--- config.mk ---
export PLATFORM = sky130hd
export DESIGN_NAME = clock_set_controller
export DESIGN_NICKNAME = d
export VERILOG_FILES = /design/src/rtl/clock_set_controller.sv
export SDC_FILE = /design/constraint.sdc
export NUM_CORES = 1
export LEC_CHECK = 0
export CORE_AREA = 5 5 134 98
export CTS_CLUSTER_DIAMETER = 60
export CTS_CLUSTER_SIZE = 10
export DETAILED_ROUTE_END_ITERATION = 6
export DIE_AREA = 0 0 139 103
export PLACE_DENSITY_LB_ADDON = 0.2
export SYNTH_ARGS = -nofsm -noshare
export SYNTH_HDL_FRONTEND = slang
export SYNTH_SLANG_ARGS = --single-unit
export TNS_END_PERCENT = 10
--- constraint.sdc ---
create_clock -name clk -period 3 [get_ports clk]
set_input_delay 0.6 -clock clk [delete_from_list [all_inputs] [get_ports clk]]
set_output_delay 0.6 -clock clk [all_outputs]
set_load 0.005 [all_outputs]
--- src/rtl/clock_set_controller.sv ---
// clock_set_controller: push-button front end for the hh:mm:ss counter.
// Pauses the counter, edits hours then minutes, then commits the new time
// with a one-cycle load strobe.
// Optional feature macro: CLOCK_SET_AUTOREPEAT_EN. When it is defined, a held
// inc button repeats every REPEAT_CYCLES cycles while a field is being edited.

// Per-button conditioning: 2-flop synchroniser, debouncer, rising-edge pulse.
module clock_set_btn #(
  parameter int DEB_CYCLES = 1000000
) (
  input  logic clk,
  input  logic rst,
  input  logic raw,
  output logic level,
  output logic press
);
  localparam int CW = (DEB_CYCLES > 1) ? $clog2(DEB_CYCLES) : 1;

  logic [1:0]    sync;
  logic [CW-1:0] cnt;
  logic          level_q;

  // Two-flop synchroniser for the asynchronous button input.
  always_ff @(posedge clk or negedge rst) begin
    if (!rst) sync <= '0;
    else      sync <= {sync[0], raw};
  end

  // The level changes only after the synchronised value has disagreed with it
  // for DEB_CYCLES cycles in a row; any agreement restarts the count.
  always_ff @(posedge clk or negedge rst) begin
    if (!rst) begin
      level <= 1'b0;
      cnt   <= '0;
    end else if (sync[1] != level) begin
      if (cnt == CW'(DEB_CYCLES - 1)) begin
        level <= sync[1];
        cnt   <= '0;
      end else begin
        cnt <= cnt + CW'(1);
      end
    end else begin
      cnt <= '0;
    end
  end

  // Registered one-cycle pulse on a 0->1 transition of the debounced level.
  always_ff @(posedge clk or negedge rst) begin
    if (!rst) begin
      level_q <= 1'b0;
      press   <= 1'b0;
    end else begin
      level_q <= level;
      press   <= level & ~level_q;
    end
  end
endmodule

module clock_set_controller #(
  parameter int DEB_CYCLES    = 1000000,
  parameter int BLINK_CYCLES  = 50000000,
  parameter int REPEAT_CYCLES = 25000000
) (
  input  logic       clk,
  input  logic       rst,
  input  logic       btn_mode,
  input  logic       btn_inc,
  input  logic [4:0] cur_h,
  input  logic [5:0] cur_m,
  output logic       run_en,
  output logic       load,
  output logic [4:0] load_h,
  output logic [5:0] load_m,
  output logic [5:0] load_s,
  output logic [1:0] sel,
  output logic       blink
);
  localparam int NUM_BTN = 2;
  localparam int BW      = (BLINK_CYCLES > 1) ? $clog2(BLINK_CYCLES) : 1;

  // Parameter sanity check at elaboration time.
  if (DEB_CYCLES < 1 || BLINK_CYCLES < 1 || REPEAT_CYCLES < 1) begin : g_bad_param
    $error("clock_set_controller: cycle parameters must be >= 1");
  end

  typedef enum logic [1:0] {RUN, SET_H, SET_M, COMMIT} state_t;

  state_t state, nxt;

  // Button 0 = mode, button 1 = inc.
  logic [NUM_BTN-1:0] raw_v, lvl_v, prs_v;
  assign raw_v = {btn_inc, btn_mode};

  for (genvar gi = 0; gi < NUM_BTN; gi++) begin : g_btn
    clock_set_btn #(.DEB_CYCLES(DEB_CYCLES)) u_btn (
      .clk  (clk),
      .rst  (rst),
      .raw  (raw_v[gi]),
      .level(lvl_v[gi]),
      .press(prs_v[gi])
    );
  end

  logic mode_p, inc_p, inc_lvl, editing, rep, inc_evt;
  assign mode_p  = prs_v[0];
  assign inc_p   = prs_v[1];
  assign inc_lvl = lvl_v[1];
  assign editing = (state == SET_H) || (state == SET_M);
  assign inc_evt = inc_p | rep;

  // The mode level is never needed; keep it visible as an intentional sink.
  logic unused_lvl;
  assign unused_lvl = ^{lvl_v[0], inc_lvl};

`ifdef CLOCK_SET_AUTOREPEAT_EN
  localparam int RW = (REPEAT_CYCLES > 1) ? $clog2(REPEAT_CYCLES) : 1;
  logic [RW-1:0] rcnt;

  assign rep = editing && inc_lvl && !inc_p && (rcnt == RW'(REPEAT_CYCLES - 1));

  // Repeat timer: restarts on the initial press and after each repeat, and is
  // held clear on release, outside the edit states, or on any state change.
  always_ff @(posedge clk or negedge rst) begin
    if (!rst)                                              rcnt <= '0;
    else if (!editing || !inc_lvl || nxt != state || inc_p || rep) rcnt <= '0;
    else                                                   rcnt <= rcnt + RW'(1);
  end
`else
  assign rep = 1'b0;
`endif

  // State register.
  always_ff @(posedge clk or negedge rst) begin
    if (!rst) state <= RUN;
    else      state <= nxt;
  end

  // Next state and state-decoded outputs; mode always takes priority over inc.
  always_comb begin
    nxt    = state;
    run_en = 1'b1;
    load   = 1'b0;
    sel    = 2'b00;
    case (state)
      RUN: begin
        if (mode_p) nxt = SET_H;
      end
      SET_H: begin
        run_en = 1'b0;
        sel    = 2'b01;
        if (mode_p) nxt = SET_M;
      end
      SET_M: begin
        run_en = 1'b0;
        sel    = 2'b10;
        if (mode_p) nxt = COMMIT;
      end
      COMMIT: begin
        run_en = 1'b0;
        load   = 1'b1;
        nxt    = RUN;
      end
      default: nxt = RUN;
    endcase
  end

  // Edit registers: capture live time on entry (out-of-range reads as 0),
  // then wrap-increment the selected field. No carry between fields.
  always_ff @(posedge clk or negedge rst) begin
    if (!rst) begin
      load_h <= '0;
      load_m <= '0;
    end else begin
      case (state)
        RUN: begin
          if (mode_p) begin
            load_h <= (cur_h > 5'd23) ? 5'd0 : cur_h;
            load_m <= (cur_m > 6'd59) ? 6'd0 : cur_m;
          end
        end
        SET_H: begin
          if (!mode_p && inc_evt) load_h <= (load_h == 5'd23) ? 5'd0 : load_h + 5'd1;
        end
        SET_M: begin
          if (!mode_p && inc_evt) load_m <= (load_m == 6'd59) ? 6'd0 : load_m + 6'd1;
        end
        default: ;
      endcase
    end
  end

  assign load_s = '0;

  logic [BW-1:0] bcnt;

  // Blink phase: restarts dark on entry to an edit state, toggles every
  // BLINK_CYCLES cycles while editing, held off elsewhere.
  always_ff @(posedge clk or negedge rst) begin
    if (!rst) begin
      bcnt  <= '0;
      blink <= 1'b0;
    end else if ((nxt == SET_H || nxt == SET_M) && nxt != state) begin
      bcnt  <= '0;
      blink <= 1'b0;
    end else if (editing) begin
      if (bcnt == BW'(BLINK_CYCLES - 1)) begin
        bcnt  <= '0;
        blink <= ~blink;
      end else begin
        bcnt <= bcnt + BW'(1);
      end
    end else begin
      bcnt  <= '0;
      blink <= 1'b0;
    end
  end
endmodule

==> results of run 1 <==
final timing paths:
check,startpoint,endpoint,slack (ns),depth (start not counted)
setup reg to reg,state[0]$_DFF_PN0_,bcnt[14]$_DFF_PN0_,0.55,5
max in group asynchronous,rst,bcnt[20]$_DFF_PN0_,2.08,2
hold reg to reg,g_btn[0].u_btn.sync[0]$_DFF_PN0_,g_btn[0].u_btn.sync[1]$_DFF_PN0_,0.35,0
hold / removal,rst,g_btn[0].u_btn.cnt[3]$_DFF_PN0_,0.27,1
min in group clk,g_btn[0].u_btn.sync[0]$_DFF_PN0_,g_btn[0].u_btn.sync[1]$_DFF_PN0_,0.35,0
setup / recovery,state[0]$_DFF_PN0_,bcnt[14]$_DFF_PN0_,0.55,5
per-stage QoR:
| stage | power, W | instances | worst slack (ns) | utilization [%] |
|---|---|---|---|---|
| floorplan | 0.00129 | 464 | 0.752 | - |
| global placement | 0.00134 | 642 | 0.618 | 42.1 |
| detailed placement | 0.00134 | 642 | 0.512 | 42.1 |
| CTS | 0.00267 | 658 | 0.512 | 45.0 |
| global route | 0.00273 | 658 | 0.269 | 45.0 |
| finish | 0.00263 | 658 | 0.546 | 45.0 |
cell usage after synthesis, types with 3 or more instances:
cell type	n
sky130_fd_sc_hd__xor2_1	32
sky130_fd_sc_hd__inv_1	11
sky130_fd_sc_hd__ha_1	11
sky130_fd_sc_hd__o31ai_1	3
sky130_fd_sc_hd__a21oi_1	13
sky130_fd_sc_hd__nor2_1	65
sky130_fd_sc_hd__xnor2_1	30
sky130_fd_sc_hd__and3_1	7
sky130_fd_sc_hd__o21ai_0	10
sky130_fd_sc_hd__nand2b_1	6
sky130_fd_sc_hd__nor2b_1	4
sky130_fd_sc_hd__dfrtp_1	90
sky130_fd_sc_hd__nor4_1	6
sky130_fd_sc_hd__nor3_1	34
sky130_fd_sc_hd__nor4b_1	6
sky130_fd_sc_hd__clkbuf_1	11
sky130_fd_sc_hd__and4_1	7
sky130_fd_sc_hd__nand3_1	29
sky130_fd_sc_hd__buf_4	6
sky130_fd_sc_hd__nand2_1	25
sky130_fd_sc_hd__nand4_1	15
sky130_fd_sc_hd__a22oi_1	3
cell usage in the layout, fill, tap and decap left out, types with 7 or more instances in the layout:
cell and instances:
sky130_fd_sc_hd__nor3_1 34, sky130_fd_sc_hd__nand2_1 25, sky130_fd_sc_hd__and4_1 7, sky130_fd_sc_hd__o21ai_0 10, sky130_fd_sc_hd__xor2_1 32, sky130_fd_sc_hd__and3_1 7, sky130_fd_sc_hd__nand3_1 29, sky130_fd_sc_hd__nor2_1 65
sky130_fd_sc_hd__a21oi_1 13, sky130_fd_sc_hd__clkdlybuf4s50_1 29, sky130_fd_sc_hd__ha_1 11, sky130_fd_sc_hd__xnor2_1 30, sky130_fd_sc_hd__dfrtp_1 90, sky130_fd_sc_hd__clkbuf_16 9, sky130_fd_sc_hd__nand4_1 15, sky130_fd_sc_hd__inv_1 11
registers in the layout, summed over array words and instances, names as in the netlist:
name / flops
load_m: 6
state: 2
g_btn.u_btn.level: 2
g_btn.u_btn.cnt: 40
g_btn.u_btn.level_q: 2
load_h: 5
g_btn.u_btn.sync: 4
bcnt: 26
blink: 1
g_btn.u_btn.press: 2
metal layers:
layer / vias to the layer above / wire length, µm / share of wire [%] / global-route usage, %
met5: - / 0 / 0 / 0
li1: 1667 / - / - / -
met3: 7 / 331 / 3.8 / 3.62
met4: 0 / 84 / 0.97 / 3.61
met1: 1544 / 4650 / 54 / 18.8
met2: 45 / 3620 / 42 / 18.6
area by class of cell:
type / count / share of cell area (%)
timing repair buffer: 35 / 6.49
sequential: 90 / 42.0
tap: 162 / 3.78
clock inverter: 7 / 2.31
multi-input combinational: 344 / 40.5
clock buffer: 9 / 4.20
inverter: 11 / 0.770
power groups by stage:
stage	Sequential, W	Clock (W)	Combinational (W)
5_1_grt	0.00123	0.00140	0.0000954
2_1_floorplan	0.00125	0	0.0000346
3_5_place_dp	0.00126	0	0.0000852
3_3_place_gp	0.00125	0	0.0000837
4_1_cts	0.00123	0.00135	0.0000854
6_report	0.00123	0.00131	0.0000820
cells by family after synthesis:
group	after synthesis	synth area share, %
AND/OR/NAND/NOR	219	25.4
flip-flops	90	49.7
XOR/XNOR	62	12.0
AO/OA/AOI/OAI	44	6.11
buffers and inverters	30	3.18
adder cells (fa/ha/maj)	11	3.04
multiplexers	2	0.497
other	1	0.0828
==> key figures, run 1 <==
Run status
  – Status: finished, final reports clean

CTS
  – Post-CTS setup buffer count: 0
  – Maximum root-to-sink buffer count: 2
  – Inserted Clock Buffers: 9
  – Library cell used as clock root buffer: sky130_fd_sc_hd__clkbuf_16
  – TritonCTS clock tree: done
  – CTS sink cnt: 90
  – Clock-pin slew on the worst setup and hold paths: 0.07 ns
  – Quantity of gates resized following cts: 0
  – Count of hold-fix buffers inserted at cts: 0
  – Clock latency of the later-clocked register in the worst-skew pair: 0.34 ns
  – CTS H-tree lvls: 3

Floorplanning
  – Number of placement rows: 34
  – Core footprint: 11900 µm²
  – Top Ports: 37
  – Die outline height: 103 µm
  – Starting Density: 38.0%
  – Die extent in x: 139 µm
  – Full die area: 14300 µm²

Final layout
  – Fraction of layout instances using a drive strength above 1: 7.06%
  – Number of diodes: 0
  – Reg area: 2250 µm²
  – Synthesis-to-finish area growth: 18.4%
  – Layout Nets: 517
  – Total area of multi-input combinational cells: 2170 µm²
  – Fill cell count: 1144
  – Post-route cell area: 5360 µm²

Min path
  – Type of the worst min-delay path: input port to asynchronous set/reset pin

Worst setup path
  – Crit-path slowest cell: sky130_fd_sc_hd__o311ai_4
  – CP delay by family, top: compound AO/OA/AOI/OAI gates
  – Critical path required time: 3.18 ns
  – Cell-by-cell trace of the critical path: inv_1 -> ha_1 -> o32ai_1 -> o311ai_4 -> nor3_1
  – Top fanout value on the critical path: 27
  – Kind of end point of the critical path: register
  – Startpoint Class: register
  – Arrival time at the worst endpoint: 2.63 ns
  – Type of the setup path with the least slack: register to register
  – Sum of buffers and inverters on the critical path: 1
  – Largest stage delay on the critical path: 0.97 ns

Global route
  – Number of antenna violations at the first check in global routing: 0
  – Via count of the first global-routing pass: 3057
  – Wire length of the first global-routing pass: 15.1 mm
  – Largest net degree at the start of global routing: 47
  – Global Route Usage Sum: 12.8%
  – GRT overflow: 0

Synth
  – Yosys top cell area share: 49.7%
  – Fraction of registers with async set or reset after synthesis: 100%
  – Seq/Total Area, Yosys: 49.7%
  – Number of synthesized flops with an enable pin: 0
  – Netlist cell types: 50
  – Flops & latches, synth: 90
  – Area leader, netlist: sky130_fd_sc_hd__dfrtp_1
  – Top area cells in the synthesized netlist: sky130_fd_sc_hd__dfrtp_1 50%, sky130_fd_sc_hd__xor2_1 6.2%, sky130_fd_sc_hd__xnor2_1 5.8%
  – Main synth FF type: sky130_fd_sc_hd__dfrtp_1
  – Syn avg cell area: 9.87 µm²
  – Post-synthesis instance area: 4530 µm²
  – Number of instances in the synthesized netlist: 459
  – Synth Warn #: 0

Power
  – Part of the power in registers: 46.9%
  – Clock power share: 49.9%
  – Lkg Pwr: 2.13 nW
  – Switching fraction of total power: 20.9%
  – Worst VDD drop: 0.285 mV
  – Combinational power share: 3.1%
  – Pwr dens: 490 nW/µm²
  – Total internal power: 0.00208 W
  – Switching power total: 0.000548 W

Place
  – Port Buf Inserts: 30
  – Post-placement cell area: 5010 µm²
  – Gpl congestion: 0.841
  – Detailed Place HPWL: 5.88 mm

Route
  – Total vias in the final route: 3263
  – Violation count after the first detailed-route iteration: 187
  – Sum of routed wire length over all layers: 8.68 mm
  – Number of design rule violations left after detail routing: 0
  – Average via count per standard cell: 4.96
  – Average wire length per cell after detail routing: 13.2 µm
  – Number of detailed-routing iterations run before antenna repair: 4
  – Antenna-violating nets left: 0

Timing
  – Top achievable clock speed: 408 MHz
  – Post-route clock period utilization: 81.8%
  – Final setup fails: 0
  – Count of final max-slew check failures: 0
  – Worst-Margin Slew: 1.08 ns
  – Total Neg Setup Slack: 0 ns
  – Setup Skew: 0.00863 ns
  – Worst slew margin relative to its limit: 27.7%
  – Count of endpoints failing hold in the final timing report: 0
  – Worst Hold Margin: 0.267 ns
  – Time the final worst path needs with I/O delays and setup: 2.45 ns
  – Setup repair after global routing missed its margin: false

Job
  – Max Cap Viol: 0
Note: power is estimated with default switching activity, not from simulation.
==> inputs of run 2 (changes only) <==
- clock period: 3 -> 2.1 ns (I/O delays scaled with it)
==> key figures, run 2 (same netlist as run 1, synthesis figures left out) <==
Worst setup path
  – Kind of end point of the critical path: output pin
  – Startpoint Class: register
  – Arrival time at the worst endpoint: 1.58 ns (-1.05 ns)
  – Setup slack of the most critical reg-to-reg path: 0.13 ns (-0.42 ns)
  – R2r startpoint: bcnt[10]$_DFF_PN0_
  – Type of the setup path with the least slack: register to output pin
  – Reg-to-reg endpoint: bcnt[25]$_DFF_PN0_
  – Top fanout value on the critical path: 4 (-85%)
  – Cells on worst reg2reg path: 5 (unchanged)
  – Critical path required time: 1.68 ns (-1.50 ns)

Place
  – Worst setup slack after placement: 0.0904 ns (-0.421 ns)
  – Port Buf Inserts: 30 (unchanged)
  – Detailed Place HPWL: 6.07 mm (+3.4%)
  – Gpl congestion: 0.802 (-4.7%)

CTS
  – TritonCTS clock tree: done
  – Library cell used as clock root buffer: sky130_fd_sc_hd__clkbuf_16
  – Clock-pin slew on the worst setup and hold paths: 0.06 ns (about the same)
  – Clock latency of the later-clocked register in the worst-skew pair: 0.34 ns (about the same)
  – CTS H-tree lvls: 3 (unchanged)
  – Post-CTS setup buffer count: 0 (unchanged)
  – Inserted Clock Buffers: 9 (unchanged)
  – CTS sink cnt: 90 (unchanged)
  – Maximum root-to-sink buffer count: 2 (unchanged)

Run status
  – Status: finished, final reports clean

Timing
  – Post-route clock period utilization: 95.1%
  – Count of endpoints failing hold in the final timing report: 0 (unchanged)
  – Setup repair after global routing missed its margin: false
  – Time the final worst path needs with I/O delays and setup: 2.00 ns
  – Total Neg Setup Slack: 0 ns (unchanged)
  – Setup ws final: 0.103 ns (-0.443 ns)
  – Final setup fails: 0 (unchanged)
  – Setup Skew: 0.00459 ns (-0.00404 ns)
  – Count of final max-slew check failures: 0 (unchanged)
  – Worst-Margin Slew: 0.621 ns (-0.461 ns)
  – Top achievable clock speed: 501 MHz
  – Worst slew margin relative to its limit: 58.3% (+31 points)

Route
  – Average via count per standard cell: 5.02 (+1.2%)
  – Number of detailed-routing iterations run before antenna repair: 4 (unchanged)
  – Sum of routed wire length over all layers: 8.84 mm (+1.8%)
  – Number of design rule violations left after detail routing: 0 (unchanged)
  – Total vias in the final route: 3387 (+3.8%)
  – Violation count after the first detailed-route iteration: 149 (-20%)
  – Average wire length per cell after detail routing: 13.1 µm (-0.73%)
  – Antenna-violating nets left: 0 (unchanged)

Global route
  – Global Route Usage Sum: 13.5% (+0.68 points)
  – GRT overflow: 0 (unchanged)
  – Number of antenna violations at the first check in global routing: 0 (unchanged)
  – Wire length of the first global-routing pass: 15.9 mm (+5.4%)
  – Largest net degree at the start of global routing: 72 (+53%)
  – Via count of the first global-routing pass: 3402 (+11%)

Power
  – Part of the power in registers: 52.2% (+5.3 points)
  – Switching power total: 0.000722 W (+32%)
  – Worst VDD drop: 0.411 mV (+44%)
  – Pwr dens: 619 nW/µm² (+27%)
  – Lkg Pwr: 2.20 nW (+3.1%)
  – Clock power share: 44.2% (-5.7 points)
  – Switching fraction of total power: 21.4% (+0.52 points)
  – Total internal power: 0.00265 W (+28%)
  – Combinational power share: 3.6% (+0.5 points)

Final layout
  – Fill cell count: 1140 (-0.35%)
  – Commonest cells after routing, fill and taps aside: 88 x sky130_fd_sc_hd__dfrtp_1, 65 x sky130_fd_sc_hd__nor2_1, 34 x sky130_fd_sc_hd__nor3_1
  – Synthesis-to-finish area growth: 20.3%
  – Share of the core filled with cells in the final layout: 45.8% (+0.74 points)
  – Largest registers: g_btn.u_btn.cnt: 40 flops, bcnt: 26 flops, load_m: 6 flops
  – Total area of multi-input combinational cells: 2170 µm² (about the same)
  – Reg area: 2250 µm² (+0.11%)
  – Max reg flops: 40 (unchanged)
  – Fraction of layout instances using a drive strength above 1: 10.9% (+3.9 points)
  – Layout Nets: 535 (+3.5%)
  – Number of diodes: 0 (unchanged)
  – Most common library cell in the layout ignoring fill and taps: sky130_fd_sc_hd__dfrtp_1
  – Register with the highest flop count: g_btn.u_btn.cnt

Min path
  – Worst hold stages: 0
  – End point of the most critical hold path: g_btn[0].u_btn.sync[1]$_DFF_PN0_
  – Type of the worst min-delay path: register to register
  – Hold Startpoint: g_btn[0].u_btn.sync[0]$_DFF_PN0_

Job
  – Max Cap Viol: 0 (unchanged)

Floorplanning
  – Starting Density: 38.0% (unchanged)
  – Number of placement rows: 34 (unchanged)
  – Die extent in x: 139 µm (unchanged)
  – Core footprint: 11900 µm² (unchanged)
  – Full die area: 14300 µm² (unchanged)
  – Top Ports: 37 (unchanged)
  – Die outline height: 103 µm (unchanged)
[run 2: cell count changes in the layout (fill, tap and decap cells not counted), sizes merged]
cell / change
buf: +17
bufinv: -3
clkbuf: +3
clkdlybuf4s50: -1
clkinv: +2
clkinvlp: -1
dlygate4sd2: +1
dlygate4sd3: +1
inv: -2
[run 2: power groups by stage]
stage	sequential [W]	combinational, W	clock, W
2_1_floorplan	0.00179	0.0000494	0
3_3_place_gp	0.00179	0.000122	0
3_5_place_dp	0.00179	0.000124	0
4_1_cts	0.00176	0.000126	0.00155
5_1_grt	0.00176	0.000140	0.00161
6_report	0.00176	0.000121	0.00149
[run 2: worst max-delay path, stage by stage (launching register included)]
cell	delay, ns
sky130_fd_sc_hd__dfrtp_1	0.38
sky130_fd_sc_hd__inv_1	0.12
sky130_fd_sc_hd__ha_2	0.23
sky130_fd_sc_hd__clkdlybuf4s50_1	0.51
[run 2: layout make-up]
| cell class | count | share of cell area, % |
|---|---|---|
| flip-flops and latches | 90 | 41.4 |
| multi-input cells | 344 | 39.8 |
| repair buffers | 53 | 9.34 |
| clock buffers | 12 | 4.71 |
| well taps | 162 | 3.72 |
| inverters | 11 | 0.758 |
| clock inverters | 3 | 0.275 |
[run 2: metal layers]
metal	GRT usage, %	wire length, µm
met1	18.8	4640
met4	4.81	140
met3	3.76	309
met5	0	0
met2	20.4	3750
[run 2: worst max-delay path by stage]
stage                                startpoint                               to  slack, ns  cells after the start
2_1_floorplan                state[0]$_DFF_PN0_               bcnt[18]$_DFF_PN0_      -0.02                      8
3_3_place_gp   g_btn[1].u_btn.cnt[15]$_DFF_PN0_  g_btn[1].u_btn.cnt[6]$_DFF_PN0_       0.14                      7
3_5_place_dp                 state[0]$_DFF_PN0_               bcnt[12]$_DFF_PN0_       0.09                      7
4_1_cts                      state[1]$_DFF_PN0_                           sel[0]       0.04                      3
5_1_grt                      state[1]$_DFF_PN0_                           sel[0]       0.02                      3
6_report                     state[1]$_DFF_PN0_                           sel[0]       0.10                      3
[run 2: timing repair]
| item | in CTS | in global routing |
|---|---|---|
| cloned | 0 | 0 |
| setup endpoints to repair | 1 | 22 |
| hold buffers | 1 | 0 |
| endpoints found under the hold margin | 19 | 0 |
| gates resized for setup | 4 | 3 |
[run 2: metrics by stage]
| step | cells | hold slack (ns) | total power (W) | area (µm²) |
|---|---|---|---|---|
| floorplan | 464 | 0.124 | 0.00184 | 4560 |
| global placement | 659 | 0.324 | 0.00191 | 5160 |
| detailed placement | 659 | 0.323 | 0.00192 | 5160 |
| CTS | 675 | 0.349 | 0.00344 | 5440 |
| global route | 675 | 0.364 | 0.00352 | 5450 |
| finish | 675 | 0.349 | 0.00338 | 5450 |
==> inputs of run 3 (changes only) <==
- CORE_AREA: 5 5 134 98 -> 2 2 131 95
- DIE_AREA: 0 0 139 103 -> 0 0 133 97
==> key figures, run 3 (same netlist as run 1, synthesis figures left out) <==
Run status
  – Status: finished, final reports clean

Final layout
  – Largest registers: g_btn.u_btn.cnt: 40 flops, bcnt: 26 flops, load_m: 6 flops
  – Commonest cells after routing, fill and taps aside: 88 x sky130_fd_sc_hd__dfrtp_1, 65 x sky130_fd_sc_hd__nor2_1, 34 x sky130_fd_sc_hd__nor3_1
  – Post-route cell area: 5480 µm² (+0.50%)
  – Fraction of layout instances using a drive strength above 1: 11.0% (+0.043 points)
  – Synthesis-to-finish area growth: 20.9%
  – Max reg flops: 40 (unchanged)
  – Share of the core filled with cells in the final layout: 47.6% (+1.8 points)
  – Most common library cell in the layout ignoring fill and taps: sky130_fd_sc_hd__dfrtp_1
  – Layout Nets: 532 (-0.56%)
  – Final standard cell count with taps included and fillers excluded: 668 (-1.0%)
  – Register with the highest flop count: g_btn.u_btn.cnt
  – Fill cell count: 1064 (-6.7%)
  – Number of diodes: 0 (unchanged)

Power
  – Lkg Pwr: 2.20 nW (+0.11%)
  – Worst VDD drop: 0.386 mV (-6.2%)
  – Pwr dens: 636 nW/µm² (+2.6%)

Floorplanning
  – Die extent in x: 133 µm (-4.3%)
  – Starting Density: 39.3% (+1.3 points)
  – Full die area: 12900 µm² (-9.9%)
  – Die outline height: 97 µm (-5.8%)
  – Top Ports: 37 (unchanged)
  – Core footprint: 11500 µm² (-3.3%)
  – Number of placement rows: 33 (-2.9%)

Route
  – Violation count after the first detailed-route iteration: 235 (+58%)
  – Average via count per standard cell: 5.03 (+0.27%)
  – Average wire length per cell after detail routing: 13.2 µm (+1.1%)
  – Wire length on met2: 3.64 mm (-3.1%)
  – Sum of routed wire length over all layers: 8.85 mm (about the same)
  – Antenna-violating nets left: 0 (unchanged)
  – Number of design rule violations left after detail routing: 0 (unchanged)
  – Number of detailed-routing iterations run before antenna repair: 4 (unchanged)
  – Met3 wire length: 376 µm (+22%)
  – Top layer in use: met4
  – Total vias in the final route: 3361 (-0.77%)
  – Total routed wire length on the met1 layer: 4.75 mm (+2.5%)

Timing
  – Top achievable clock speed: 495 MHz (-1.1%)
  – Setup repair after global routing missed its margin: false
  – Worst slew margin relative to its limit: 60.2% (+1.9 points)
  – Count of endpoints failing hold in the final timing report: 0 (unchanged)
  – Setup Skew: 0.00658 ns (+0.00199 ns)
  – Time the final worst path needs with I/O delays and setup: 2.02 ns (+0.0229 ns)
  – Total Neg Setup Slack: 0 ns (unchanged)
  – Count of final max-slew check failures: 0 (unchanged)
  – Post-route clock period utilization: 96.2% (+1.1 points)
  – Final setup fails: 0 (unchanged)
  – Worst-Margin Slew: 0.593 ns (-0.0282 ns)

Global route
  – GRT overflow: 0 (unchanged)
  – Global Route Usage Sum: 14.9% (+1.4 points)
  – Wire length of the first global-routing pass: 15.8 mm (-0.57%)
  – Via count of the first global-routing pass: 3272 (-3.8%)
  – Largest net degree at the start of global routing: 51 (-29%)
  – Number of antenna violations at the first check in global routing: 0 (unchanged)

CTS
  – Clock-pin slew on the worst setup and hold paths: 0.06 ns (about the same)
  – Library cell used as clock root buffer: sky130_fd_sc_hd__clkbuf_16
  – Maximum root-to-sink buffer count: 2 (unchanged)
  – TritonCTS clock tree: done
  – CTS sink cnt: 90 (unchanged)
  – Clock latency of the later-clocked register in the worst-skew pair: 0.34 ns (about the same)
  – CTS H-tree lvls: 3 (unchanged)
  – Inserted Clock Buffers: 9 (unchanged)
  – Post-CTS setup buffer count: 0 (unchanged)

Worst setup path
  – Critical path required time: 1.68 ns (about the same)
  – Kind of end point of the critical path: output pin
  – Sum of buffers and inverters on the critical path: 2 (unchanged)
  – Cells on worst reg2reg path: 5 (unchanged)
  – CP delay by family, top: buffers and inverters
  – Type of the setup path with the least slack: register to output pin
  – Startpoint Class: register
  – Arrival time at the worst endpoint: 1.60 ns (+0.02 ns)
  – Crit-path slowest cell: sky130_fd_sc_hd__clkdlybuf4s50_1
  – Top fanout value on the critical path: 7 (+3)
  – Largest stage delay on the critical path: 0.53 ns (+0.02 ns)
  – Cell-by-cell trace of the critical path: inv_4 -> ha_4 -> clkdlybuf4s50_1
  – Stages on worst setup path: 3 (unchanged)

Min path
  – Type of the worst min-delay path: register to register
  – Worst hold stages: 0 (unchanged)

Place
  – Detailed Place HPWL: 6.18 mm (+1.8%)
  – Placed cells: 651 (-1.2%)
  – Gpl congestion: 0.828 (+3.2%)
  – Port Buf Inserts: 30 (unchanged)
  – Post-placement cell area: 5140 µm² (-0.36%)

Job
  – Max Cap Viol: 0 (unchanged)
[run 3: stage by stage]
| step | hold slack [ns] | power, W | worst slack [ns] |
|---|---|---|---|
| 2_1_floorplan | 0.124 | 0.00184 | -0.0205 |
| 3_3_place_gp | 0.332 | 0.00192 | 0.139 |
| 3_5_place_dp | 0.337 | 0.00192 | 0.0304 |
| 4_1_cts | 0.351 | 0.00354 | 0.0281 |
| 5_1_grt | 0.371 | 0.00363 | 0.00467 |
| 6_report | 0.348 | 0.00348 | 0.0802 |
[run 3: repair_timing]
action | in CTS | in global routing
hold buffers | 1 | 0
endpoints found under the setup margin | 2 | 8
pin swaps | 0 | 0
gates resized for setup | 7 | 6
endpoints found under the hold margin | 21 | 0
gates cloned | 0 | 0
[run 3: layer usage]
layer  up-vias  track usage, %
met1      1616            22.1
met2        46            21.5
met5         -               0
li1       1690               -
met4         0            3.97
met3         9            3.88
[run 3: cell type report]
cell class	count	area, µm²	share of cell area (%)
Tap cell	157	196	3.59
Multi-Input combinational cell	344	2200	40.1
Timing Repair Buffer	50	487	8.89
Inverter	11	46.3	0.845
Clock buffer	10	229	4.18
Clock inverter	6	66.3	1.21
Sequential cell	90	2250	41.2
[run 3: final timing paths]
check | slack (ns) | startpoint | end
hold reg to reg | 0.35 | g_btn[1].u_btn.sync[0]$_DFF_PN0_ | g_btn[1].u_btn.sync[1]$_DFF_PN0_
setup / recovery | 0.08 | state[0]$_DFF_PN0_ | run_en
hold / removal | 0.35 | g_btn[1].u_btn.sync[0]$_DFF_PN0_ | g_btn[1].u_btn.sync[1]$_DFF_PN0_
min in group asynchronous | 0.52 | rst | g_btn[0].u_btn.cnt[10]$_DFF_PN0_
setup reg to reg | 0.13 | bcnt[13]$_DFF_PN0_ | bcnt[25]$_DFF_PN0_
max in group asynchronous | 1.00 | rst | state[1]$_DFF_PN0_
[run 3: where the power goes]
| group | internal (W) | switching [W] | leakage [nW] | total (W) |
|---|---|---|---|---|
| clock | 0.000926 | 0.000671 | 0.140 | 0.00160 |
| sequential | 0.00175 | 0.0000132 | 1.20 | 0.00176 |
| combinational | 0.0000522 | 0.0000711 | 0.862 | 0.000123 |
| total | 0.00273 | 0.000755 | 2.20 | 0.00348 |
